File: src/rtl/regfile_dump_pkg.sv
// Shared CPU defines plus the register-dump FSM encodings.
package regfile_dump_pkg;

  localparam int unsigned NIBBLE = 4;
  localparam int unsigned WORD   = 32;
  localparam int unsigned REGNUM = 8;
  localparam logic [NIBBLE-1:0] NOREG = 4'hF;

  // Bytes emitted per register pair (two words per latch).
  localparam int unsigned DUMP_BYTES_PER_PAIR = 2 * WORD / 8;

  typedef enum logic [2:0] {
    StIdle   = 3'd0,
    StHalt   = 3'd1,
    StLatch  = 3'd2,
    StSend   = 3'd3,
    StFinish = 3'd4
  } dump_state_e;

  // Number of stream bytes needed to carry one register pair.
  function automatic int unsigned pair_bytes(input int unsigned word_w, input int unsigned byte_w);
    return 2 * word_w / byte_w;
  endfunction

endpackage

File: src/rtl/regfile_dump_if.sv
// Register-file read ports and outgoing byte stream seen by the dump unit.
interface regfile_dump_if
  import regfile_dump_pkg::*;
#(
  parameter int unsigned WORD_W = 32,
  parameter int unsigned BYTE_W = 8
);

  logic [NIBBLE-1:0] srcA;
  logic [NIBBLE-1:0] srcB;
  logic [WORD_W-1:0] valA;
  logic [WORD_W-1:0] valB;
  logic [BYTE_W-1:0] tx_data;
  logic              tx_valid;
  logic              tx_ready;

  // Dump unit side: drives read addresses and the stream.
  modport master (
    output srcA, srcB, tx_data, tx_valid,
    input  valA, valB, tx_ready
  );

  // Register file / sink side.
  modport slave (
    input  srcA, srcB, tx_data, tx_valid,
    output valA, valB, tx_ready
  );

endinterface

File: src/rtl/regfile_dump_serializer.sv
// Pair buffer, byte counter and valid/ready output stage for the register dump.
module regfile_dump_serializer
  import regfile_dump_pkg::*;
#(
  parameter int unsigned WORD_W = 32,
  parameter int unsigned BYTE_W = 8
) (
  input  logic                clk,
  input  logic                rst,
  input  logic                flush,
  input  logic                load,
  input  logic                active,
  input  logic [2*WORD_W-1:0] load_data,
  output logic [BYTE_W-1:0]   tx_data,
  output logic                tx_valid,
  input  logic                tx_ready,
  output logic                pair_done
);

  localparam int unsigned PairBytes = pair_bytes(WORD_W, BYTE_W);
  localparam int unsigned CntW      = (PairBytes > 1) ? $clog2(PairBytes) : 1;

  logic [2*WORD_W-1:0] shift_q;
  logic [CntW-1:0]     cnt_q;
  logic                accept;

  // Handshake completes only while the FSM holds us in the send phase.
  always_comb begin
    accept    = active && tx_ready;
    tx_valid  = active;
    tx_data   = active ? shift_q[BYTE_W-1:0] : '0;
    pair_done = accept && (cnt_q == CntW'(PairBytes - 1));
  end

  // Load a fresh pair, or shift out one byte per accepted transfer.
  always_ff @(posedge clk) begin
    if (rst || flush) begin
      shift_q <= '0;
      cnt_q   <= '0;
    end else if (load) begin
      shift_q <= load_data;
      cnt_q   <= '0;
    end else if (accept) begin
      shift_q <= shift_q >> BYTE_W;
      cnt_q   <= cnt_q + CntW'(1);
    end
  end

endmodule

File: src/rtl/regfile_dump.sv
// Debug reader: halts the pipeline and streams every register out as bytes.
module regfile_dump #(
  parameter int unsigned REGNUM = 8,
  parameter int unsigned WORD_W = 32,
  parameter int unsigned BYTE_W = 8
) (
  input  logic            clk,
  input  logic            rst,
  input  logic            start,
  input  logic            abort,
  input  logic            halt_ack,
  output logic            halt_req,
  regfile_dump_if.master  bus,
  output logic            busy,
  output logic            done
);

  import regfile_dump_pkg::*;

  localparam logic [NIBBLE-1:0] LastIdx = NIBBLE'(REGNUM - 2);

  dump_state_e       state_q, state_d;
  logic [NIBBLE-1:0] index_q, index_d;
  logic              pair_done;
  logic              ser_load;
  logic              ser_active;

  // Next-state and index update; abort from any active state wins over everything.
  always_comb begin
    state_d = state_q;
    index_d = index_q;
    unique case (state_q)
      StIdle: begin
        if (start && !abort) state_d = StHalt;
      end
      StHalt: begin
        if (halt_ack) state_d = StLatch;
      end
      StLatch: begin
        state_d = StSend;
      end
      StSend: begin
        if (pair_done) begin
          if (index_q == LastIdx) begin
            state_d = StFinish;
          end else begin
            index_d = index_q + NIBBLE'(2);
            state_d = StLatch;
          end
        end
      end
      StFinish: begin
        index_d = '0;
        state_d = StIdle;
      end
      default: begin
        index_d = '0;
        state_d = StIdle;
      end
    endcase
    if (abort && (state_q != StIdle)) begin
      index_d = '0;
      state_d = StIdle;
    end
  end

  // State and register-pair index.
  always_ff @(posedge clk) begin
    if (rst) begin
      state_q <= StIdle;
      index_q <= '0;
    end else begin
      state_q <= state_d;
      index_q <= index_d;
    end
  end

  // Status and read-port addressing decoded from state; ports idle at NOREG.
  always_comb begin
    halt_req   = (state_q == StHalt) || (state_q == StLatch) || (state_q == StSend);
    busy       = halt_req;
    done       = (state_q == StFinish);
    ser_load   = (state_q == StLatch);
    ser_active = (state_q == StSend);
    bus.srcA   = ser_load ? index_q : NOREG;
    bus.srcB   = ser_load ? (index_q + NIBBLE'(1)) : NOREG;
  end

  regfile_dump_serializer #(
    .WORD_W (WORD_W),
    .BYTE_W (BYTE_W)
  ) u_serializer (
    .clk       (clk),
    .rst       (rst),
    .flush     (abort),
    .load      (ser_load),
    .active    (ser_active),
    .load_data ({bus.valB, bus.valA}),
    .tx_data   (bus.tx_data),
    .tx_valid  (bus.tx_valid),
    .tx_ready  (bus.tx_ready),
    .pair_done (pair_done)
  );

endmodule

File: src/flat_wrapper.sv
// flat-port wrapper written by rule: the top's interface ports become plain ports
module regfile_dump_flat import regfile_dump_pkg::*;
#(
  parameter int unsigned REGNUM = 8,
  parameter int unsigned WORD_W = 32,
  parameter int unsigned BYTE_W = 8
)
  (clk, rst, start, abort, halt_ack, halt_req, busy, done, bus_srcA, bus_srcB, bus_tx_data, bus_tx_valid, bus_valA, bus_valB, bus_tx_ready);
  regfile_dump_if #(.WORD_W(WORD_W), .BYTE_W(BYTE_W)) bus_i ();
  input  logic clk;
  input  logic rst;
  input  logic start;
  input  logic abort;
  input  logic halt_ack;
  output logic halt_req;
  output logic busy;
  output logic done;
  output wire logic [$bits(bus_i.srcA)-1:0] bus_srcA;
  output wire logic [$bits(bus_i.srcB)-1:0] bus_srcB;
  output wire logic [$bits(bus_i.tx_data)-1:0] bus_tx_data;
  output wire logic [$bits(bus_i.tx_valid)-1:0] bus_tx_valid;
  input wire logic [$bits(bus_i.valA)-1:0] bus_valA;
  input wire logic [$bits(bus_i.valB)-1:0] bus_valB;
  input wire logic [$bits(bus_i.tx_ready)-1:0] bus_tx_ready;
  assign bus_srcA = bus_i.srcA;
  assign bus_srcB = bus_i.srcB;
  assign bus_tx_data = bus_i.tx_data;
  assign bus_tx_valid = bus_i.tx_valid;
  assign bus_i.valA = bus_valA;
  assign bus_i.valB = bus_valB;
  assign bus_i.tx_ready = bus_tx_ready;
  regfile_dump #(.REGNUM(REGNUM), .WORD_W(WORD_W), .BYTE_W(BYTE_W)) u_core (.clk(clk), .rst(rst), .start(start), .abort(abort), .halt_ack(halt_ack), .halt_req(halt_req), .bus(bus_i), .busy(busy), .done(done));
endmodule
File: config.mk
export PLATFORM = sky130hd
export DESIGN_NAME = regfile_dump_flat
export DESIGN_NICKNAME = d
export VERILOG_FILES = /design/src/rtl/regfile_dump_pkg.sv /design/src/rtl/regfile_dump_if.sv /design/src/rtl/regfile_dump_serializer.sv /design/src/rtl/regfile_dump.sv /design/src/flat_wrapper.sv
export SDC_FILE = /design/constraint.sdc
export NUM_CORES = 1
export LEC_CHECK = 0
export ABC_AREA = 1
export CORE_ASPECT_RATIO = 0.8
export CORE_MARGIN = 2
export CORE_UTILIZATION = 50
export CTS_CLUSTER_DIAMETER = 120
export DETAILED_ROUTE_END_ITERATION = 8
export PLACE_DENSITY = 0.76
export REMOVE_ABC_BUFFERS = 1
export SYNTH_ARGS = -nofsm -noshare
export SYNTH_HDL_FRONTEND = slang
export SYNTH_SLANG_ARGS = --single-unit
File: constraint.sdc
create_clock -name clk -period 1.5 [get_ports clk]
set_input_delay 0.375 -clock clk [delete_from_list [all_inputs] [get_ports clk]]
set_output_delay 0.375 -clock clk [all_outputs]
set_load 0.005 [all_outputs]
==> run metrics, run 1 <==
Post-DP HPWL 6250 um; Seq/Total Area, Yosys 0.388; number of buffers and inverters on the critical path 5; Worst EP arrival 2070 ps; status finished with violations; Die Y 81.7 um; Via density 6.66; Pwr Density 1610 nW/um2; Reg clk slew, reported paths 80 ps; ANT cells 0; peak supply drop 0.883 mV; leading area contributor after synthesis dfxtp_1; GPL Wtd Cong 0.819; HP Class flop to flop; largest net degree at the start of global routing 57; fill count 254; Clk Latency, worst-skew pair 370 ps; hold slack 475 ps; Synth top area share 0.388; period utilization 1.20; CP Capture Type flop; M1 wire length 6480 um; Critical Path RT 1760 ps; First DRT Iteration DRCs 584; CP max FO 8; initial antenna violation count 0; std cell rows 28; main area contributors after synthesis dfxtp_1, nand2_1, nand3_1; reg2reg path depth 10; Synth cell types 22; DRT Pass-1 Iters 8; CTS tree built; final hold viol count 0; reg-to-reg setup timing slack -310 ps; DRC violations left 1; Root Driver clkbuf_8; Gate Count Post-Synth 593; wire per inst 23.2 um; Hold Buf Count CTS 0; Total Power 10900 uW; startpoint types flop; setup violators final 87; TritonCTS Buffers 9; Hold Crit Endpoint u_core.u_serializer.shift_q[32]$_SDFFE_PP0P_; CP dominant cell by count buf_12; IO Pins 90; register bit count reported by yosys 73; layout cells sized above 1 0.428; slowest CP cell dfxtp_2; CP max stage delay 330 ps; failing checks design-rule violations, negative setup slack; unrepaired setup endpoints after global routing yes; FMAX 0.554 GHz; post-layout net count 799; r2r startpoint u_core.state_q[0]$_SDFFE_PP0P_; Area growth syn-to-layout 79.7%; ANT nets after route 0; Hold Path Cell Cnt 2; Tmin final 1810 ps; worst-path cell chain buf_6, nor2_4, nand2_4, buf_12, buf_8, buf_12, nand2_8, clkinvlp_4, nor2_2, nor2_1; final WL 19100 um; hold_sp u_core.u_serializer.shift_q[32]$_SDFFE_PP0P_; Crit Path Class flop to flop; max_cap viols 0; GRT overflow 0; leakage power 0.00289 uW; H-Tree Depth 3; Non-Filler Instances 821; Top delay family on crit path buffers and inverters; post-synthesis cell area 3770 um2; Reg2Reg Capture Point u_core.u_serializer.shift_q[6]$_SDFFE_PP0P_; average instance area after synthesis 6.36 um2; CTS sink count 73; Final Slew Violations 0; clock tree buffer depth 2; post-placement cell count 755; commonest non-fill, non-tap cell in the layout nand2_1; commonest non-fill, non-tap cells in the layout nand2_1, nand3_1, clkdlybuf4s50_1, dfxtp_1, nand2_2; Chip Width 101 um; vias 5465; Core Area 7360 um2; GRT Total Usage 0.321; Die ar. 8250 um2; worst setup margin -306 ps; Highest Signal Layer met4; metal3 WL 2630 um; vias in the first global route 4425; WL met2 8240 um; initial core utilization 0.512; global-route wire length before repair 20500 um; Port Buffers 88; CP Launch Point u_core.state_q[0]$_SDFFE_PP0P_; YS warnings 0; Fin Clk Skew 13.5 ps
## layout make-up
cell class	count	area, um2	area share
Multi-Input combinational cell	449	2860	0.422
Timing Repair Buffer	165	2030	0.300
Sequential cell	73	1470	0.217
Clock buffer	13	159	0.0235
Inverter	28	124	0.0183
Tap cell	90	113	0.0166
Clock inverter	3	15.0	0.00222
## how the worst max path moves through the flow
stage,endpoint,slack (ps),cells after the start
2_1_floorplan,u_core.u_serializer.shift_q[0]$_SDFFE_PP0P_,-1720,5
6_report,u_core.u_serializer.shift_q[6]$_SDFFE_PP0P_,-310,10
5_1_grt,u_core.u_serializer.shift_q[2]$_SDFFE_PP0P_,-330,10
3_3_place_gp,bus_tx_data[1],-170,5
3_5_place_dp,bus_tx_data[5],-270,5
4_1_cts,bus_srcB[1],-220,7
## synth_stat cells
cell type,n
buf_2,14
nand2_1,214
a21oi_1,62
nand4_1,1
nor2_2,1
nor3_1,1
nor2_1,32
buf_6,2
nor2_4,2
ha_1,3
nand3b_1,1
nand2_4,2
clkbuf_1,25
conb_1,1
clkinv_1,1
inv_1,26
nand3_1,123
inv_2,1
or2_0,1
nand2_2,2
dfxtp_1,73
buf_4,5
## what timing repair did
| item | 4_1_cts | 5_1_grt |
|---|---|---|
| pin swaps | 29 | 74 |
| endpoints found under the setup margin | 49 | 91 |
| buffers inserted | 23 | 14 |
| gates cloned | 15 | 11 |
| resized for setup | 187 | 212 |
## flip-flops by register name, summed over array words and instances (netlist names)
| register | flops |
|---|---|
| u_core.state_q | 3 |
| u_core.u_serializer.shift_q | 64 |
| u_core.u_serializer.cnt_q | 3 |
| u_core.index_q | 3 |
## tightest hold or removal path, cell delays in order (launching register included)
cell and delay [ps]:
dfxtp_1 320, nand3_2 70, a21oi_2 40
## power by group
group	leakage (uW)	internal, uW	switching [uW]
clock network	0.0000932	686	824
registers	0.000591	2050	89.6
logic	0.00221	3340	3920
total	0.00289	6070	4830
## kinds of logic (layout without fill, tap and decap cells)
family / after synthesis / in the layout / share of synthesized area
buffers and inverters: 74 / 209 / 0.0873
AOI/OAI and AO/OA: 62 / 62 / 0.0823
other: 1 / 1 / 0.000995
DFF: 73 / 73 / 0.388
and+or+nand+nor: 380 / 383 / 0.432
adders and majority gates: 3 / 3 / 0.00996
## per-layer routing
layer / vias up / track usage
met5: - / 0
met4: 0 / 0.170
met3: 197 / 0.0766
met2: 594 / 0.542
met1: 2477 / 0.382
li1: 2197 / -
## stage by stage
step,instance area (um2),setup TNS [ps],worst slack [ps],util
detailed placement,4800,-11980,-268,0.653
global placement,4800,-10040,-172,0.653
finish,6780,-14490,-306,0.921
floorplan,3550,-116320,-1720,-
global route,6780,-17800,-326,0.921
CTS,5900,-7020,-217,0.803
Power figures use the tool's default switching activity.
==> inputs of run 2 (changes only) <==
--- a/config.mk
+++ b/config.mk
@@ -13,6 +13,8 @@
 export DETAILED_ROUTE_END_ITERATION = 8
 export PLACE_DENSITY = 0.76
 export REMOVE_ABC_BUFFERS = 1
+export SETUP_SLACK_MARGIN = 0.15
 export SYNTH_ARGS = -nofsm -noshare
 export SYNTH_HDL_FRONTEND = slang
 export SYNTH_SLANG_ARGS = --single-unit
+export TNS_END_PERCENT = 1
==> run 2 against run 1 <==
The flow finishes with violations (negative setup slack). Setup slack improved by 93 ps. Largest cell class unchanged. Non-clock buffer count decreased by 39. First-iteration DRC count decreased by 61%. Via count decreased by 25%. Critical path depth decreased by 3. Count of clock-buffer cells in the layout unchanged. Final cell count decreased by 5.0%. Design area decreased by 21%. Register-to-register slack improved by 220 ps.
==> run metrics, run 2 (synthesized netlist as in run 1, its figures left out) <==
HP Class flop to flop; Crit Path Class flop to primary output; startpoint types flop; Critical Path RT 1120 ps; commonest non-fill, non-tap cells in the layout nand2_1, nand3_1, clkdlybuf4s50_1; vias 4101; Area growth syn-to-layout 41.4%; worst-path cell chain buf_6, nor2_4, nand2_4, inv_4, buf_6, nand2_2, buf_6; Final Slew Violations 0; Clk Latency, worst-skew pair 340 ps; TritonCTS Buffers 9; Top delay family on crit path buffers and inverters; DRC violations left 0; std cell rows 28; worst setup margin -214 ps; Die ar. 8250 um2; Reg clk slew, reported paths 70 ps; post-layout net count 758; number of buffers and inverters on the critical path 4; reg-to-reg setup timing slack -90 ps; Die Y 81.7 um; Hold Path Cell Cnt 2; H-Tree Depth 3; Pwr Density 1390 nW/um2; CTS tree built; wire per inst 12.9 um; Via density 5.26; commonest non-fill, non-tap cell in the layout nand2_1; FMAX 0.583 GHz; max reg flops 64; final core occ 0.724; status finished with violations; GRT Total Usage 0.249; initial core utilization 0.512; r2r startpoint u_core.state_q[0]$_SDFFE_PP0P_; hold_sp u_core.u_serializer.cnt_q[1]$_SDFFE_PP0P_; CP Capture Type primary output; First DRT Iteration DRCs 228; reg2reg path depth 11; Worst EP arrival 1340 ps; hold slack 468 ps; CP dominant cell by count buf_6; initial antenna violation count 0; clock tree buffer depth 2; Hold Crit Endpoint u_core.u_serializer.cnt_q[1]$_SDFFE_PP0P_; failing checks negative setup slack; CTS sink count 73; leakage power 0.00222 uW; Non-Filler Instances 780; Hold Buf Count CTS 0; IO Pins 90; Root Driver clkbuf_8; final WL 10100 um; post-placement cell count 755; slowest CP cell dfxtp_2; Tmin final 1710 ps; post-route setup TNS -5060 ps; global-route wire length before repair 16300 um; GRT overflow 0; Fin Clk Skew 6.61 ps; GPL Wtd Cong 0.819; Chip Width 101 um; CP max stage delay 330 ps; ANT nets after route 0; max_cap viols 0; ANT cells 0; Core Area 7360 um2; Reg2Reg Capture Point u_core.u_serializer.shift_q[7]$_SDFFE_PP0P_; critical path depth in cells 7; unrepaired setup endpoints after global routing yes; largest net degree at the start of global routing 57; Post-DP HPWL 6250 um; period utilization 1.14; vias in the first global route 3615; layout cells sized above 1 0.188; Biggest register u_core.u_serializer.shift_q; Port Buffers 88; setup violators final 76; peak supply drop 0.765 mV; CP max FO 4; DRT Pass-1 Iters 5; final hold viol count 0
-- run 2: changes by cell type in the layout (fill, tap and decap cells not counted), sizes merged --
cell | before | now
buf | 86 | 50
bufbuf | 1 | 0
clkbuf | 20 | 16
clkdlybuf4s15 | 0 | 2
clkdlybuf4s50 | 68 | 69
clkinvlp | 1 | 0
dlymetal6s2s | 1 | 0
inv | 26 | 27
nand2 | 221 | 219
-- run 2: worst max-delay path by stage --
stage | startpoint | endpoint | slack (ps)
3_5_place_dp | u_core.state_q[0]$_SDFFE_PP0P_ | bus_tx_data[5] | -270
5_1_grt | u_core.state_q[0]$_SDFFE_PP0P_ | bus_srcB[2] | -270
3_3_place_gp | u_core.state_q[0]$_SDFFE_PP0P_ | bus_tx_data[1] | -170
6_report | u_core.state_q[0]$_SDFFE_PP0P_ | bus_srcB[1] | -210
4_1_cts | u_core.state_q[0]$_SDFFE_PP0P_ | bus_srcB[1] | -220
2_1_floorplan | u_core.state_q[1]$_SDFFE_PP0P_ | u_core.u_serializer.shift_q[0]$_SDFFE_PP0P_ | -1720
-- run 2: cell type report --
cell class	instances	area [um2]
clock buffer	13	159
clock inverter	3	15.0
fill	607	2030
inverter	28	118
multi-input combinational	447	2180
sequential	73	1470
tap	90	113
timing repair buffer	126	1280
-- run 2: repair_timing --
item	4_1_cts	5_1_grt
endpoints found under the setup margin	89	92
cloned	1	0
setup buffers	8	0
pin swaps	5	5
gates resized for setup	103	58
-- run 2: metrics by stage --
step / cell area, um2 / total power (uW) / setup slack, ps
3_3_place_gp: 4800 / 5360 / -172
5_1_grt: 5330 / 7930 / -274
3_5_place_dp: 4800 / 5400 / -268
2_1_floorplan: 3550 / 3890 / -1720
4_1_cts: 5200 / 7190 / -217
6_report: 5330 / 7420 / -214
-- run 2: where the power goes --
group,total (uW),internal (uW),leakage (uW),switching (uW)
Combinational,3920,1630,0.00153,2300
Sequential,2100,2050,0.000591,55.7
Clock,1390,685,0.0000932,710
Total,7420,4360,0.00222,3060
-- run 2: worst reg2reg max path: cells and delay by family (launching register included) --
| kind | cells | cell delay [ps] |
|---|---|---|
| flops | 1 | 330 |
| simple gates | 6 | 480 |
| buf+inv | 5 | 680 |
-- run 2: layer usage --
metal / global-route usage / vias to the layer above / wire (um)
met1: 0.318 / 1858 / 4450
met2: 0.419 / 138 / 4790
met4: 0.0770 / 0 / 110
li1: - / 2093 / -
met3: 0.0604 / 12 / 743
met5: 0 / - / 0
==> inputs of run 3 (changes only) <==
--- a/config.mk
+++ b/config.mk
@@ -8,10 +8,11 @@
 export ABC_AREA = 1
 export CORE_ASPECT_RATIO = 0.8
 export CORE_MARGIN = 2
-export CORE_UTILIZATION = 50
+export CORE_UTILIZATION = 40
 export CTS_CLUSTER_DIAMETER = 120
 export DETAILED_ROUTE_END_ITERATION = 8
-export PLACE_DENSITY = 0.76
+export PLACE_DENSITY = 0.63
+export RECOVER_POWER = 50
 export REMOVE_ABC_BUFFERS = 1
 export SETUP_SLACK_MARGIN = 0.15
 export SYNTH_ARGS = -nofsm -noshare
==> run 3 against run 2 <==
The run still ends with negative setup slack left. Core utilization is 11 points lower. Count of clock-buffer cells in the layout shrank 2. Register-to-register slack got worse by 20 ps. Setup slack improved by 14 ps. Via count is 0.39% higher. Sequential share of layout area shrank 1.3 points. Final cell count up 4.1%. Worst hold slack got worse by 1.9 ps. Sequential cell count is the same. Total power rose by 17%. Critical endpoint is now bus_tx_data[5]. Largest cell class unchanged. Largest power group unchanged. Highest routed layer unchanged.
==> run metrics, run 3 (synthesized netlist as in run 1, its figures left out) <==
Post-DP HPWL 6590 um; r2r startpoint u_core.state_q[1]$_SDFFE_PP0P_; post-placement cell count 780; leakage power 0.00234 uW; TritonCTS Buffers 9; vias in the first global route 3878; std cell rows 31; Root Driver clkbuf_16; wire per inst 13.2 um; CTS tree built; Hold Path Cell Cnt 2; Via density 5.07; post-layout net count 765; Hold Crit Endpoint u_core.u_serializer.cnt_q[1]$_SDFFE_PP0P_; Chip Width 113 um; Critical Path RT 1120 ps; commonest non-fill, non-tap cells in the layout nand2_1, nand3_1, dfxtp_1; Crit Path Class flop to primary output; Biggest register u_core.u_serializer.shift_q; clock tree buffer depth 2; DRT Pass-1 Iters 4; period utilization 1.13; Fin Clk Skew 12.2 ps; failing checks negative setup slack; max reg flops 64; layout cells sized above 1 0.204; First DRT Iteration DRCs 229; final hold viol count 0; post-route setup TNS -3000 ps; worst setup margin -200 ps; Clk Latency, worst-skew pair 330 ps; Multi-input gate area 2150 um2; Non-Filler Instances 812; Reg clk slew, reported paths 60 ps; CTS sink count 73; Final Slew Violations 0; setup violators final 38; Die ar. 10200 um2; startpoint types flop; IO Pins 90; initial core utilization 0.414; reg2reg path depth 14; CP Capture Type primary output; Reg2Reg Capture Point u_core.state_q[1]$_SDFFE_PP0P_; Port Buffers 88; Area growth syn-to-layout 47.9%; DRC violations left 0; FMAX 0.588 GHz; Pwr Density 1550 nW/um2; GPL Wtd Cong 0.891; ANT nets after route 0; global-route wire length before repair 18100 um; storage element area 1470 um2; Hold Buf Count CTS 0; hold_sp u_core.u_serializer.cnt_q[1]$_SDFFE_PP0P_; HP Class flop to flop; GRT Total Usage 0.211; max_cap viols 0; Total Power 8660 uW; fill count 876; Die Y 90.8 um; H-Tree Depth 3; Worst EP arrival 1320 ps; peak supply drop 0.988 mV; DP Area 4910 um2; Core Area 9110 um2; status finished with violations; ANT cells 0; unrepaired setup endpoints after global routing yes; final WL 10700 um; initial antenna violation count 0; largest net degree at the start of global routing 63; CP max FO 7; vias 4117; GRT overflow 0; reg-to-reg setup timing slack -110 ps; commonest non-fill, non-tap cell in the layout nand2_1; fin area 5580 um2; Tmin final 1700 ps
run 3: worst max-delay path by stage:
stage,endpoint,cells after the start,from
detailed placement,bus_tx_data[1],6,u_core.state_q[0]$_SDFFE_PP0P_
global route,bus_srcA[2],7,u_core.state_q[0]$_SDFFE_PP0P_
CTS,bus_tx_data[0],7,u_core.state_q[0]$_SDFFE_PP0P_
global placement,bus_tx_data[6],6,u_core.state_q[0]$_SDFFE_PP0P_
finish,bus_tx_data[5],7,u_core.state_q[0]$_SDFFE_PP0P_
floorplan,u_core.u_serializer.shift_q[0]$_SDFFE_PP0P_,5,u_core.state_q[1]$_SDFFE_PP0P_
run 3: layout make-up:
class	instances	area share
clock buffer	11	0.0453
clock inverter	5	0.0153
inverter	28	0.0211
multi-input combinational	446	0.385
sequential	73	0.263
tap	115	0.0258
timing repair buffer	134	0.244
run 3: what timing repair did:
| item | in CTS | in global routing |
|---|---|---|
| pin swaps | 42 | 27 |
| endpoints found under the setup margin | 91 | 92 |
| gates resized for setup | 123 | 44 |
| setup buffers | 14 | 2 |
run 3: routing by layer:
| metal | global-route usage | share of wire | up-vias |
|---|---|---|---|
| met2 | 0.351 | 0.47 | 109 |
| met5 | 0 | 0 | - |
| li1 | - | - | 2114 |
| met3 | 0.0436 | 0.059 | 8 |
| met1 | 0.281 | 0.46 | 1886 |
| met4 | 0.0488 | 0.0090 | 0 |
run 3: per-stage QoR:
stage,hold WS [ps],utilization,worst slack [ps]
4_1_cts,469,0.598,-200
6_report,466,0.612,-200
5_1_grt,506,0.612,-252
2_1_floorplan,449,-,-1720
3_5_place_dp,460,0.539,-192
3_3_place_gp,455,0.539,-161
run 3: report_power, final:
part           leakage (uW)  switching [uW]  internal, uW
combinational       0.00159            2360          1790
sequential         0.000590            56.6          2050
clock              0.000163             850          1560
total               0.00234            3270          5400
run 3: critical path, stage by stage (launching register included):
cell and delay [ps]:
dfxtp_2 350, nand2_2 70, inv_2 90, nand2_4 60, buf_6 110, buf_8 130, nor2_2 90, buf_2 110
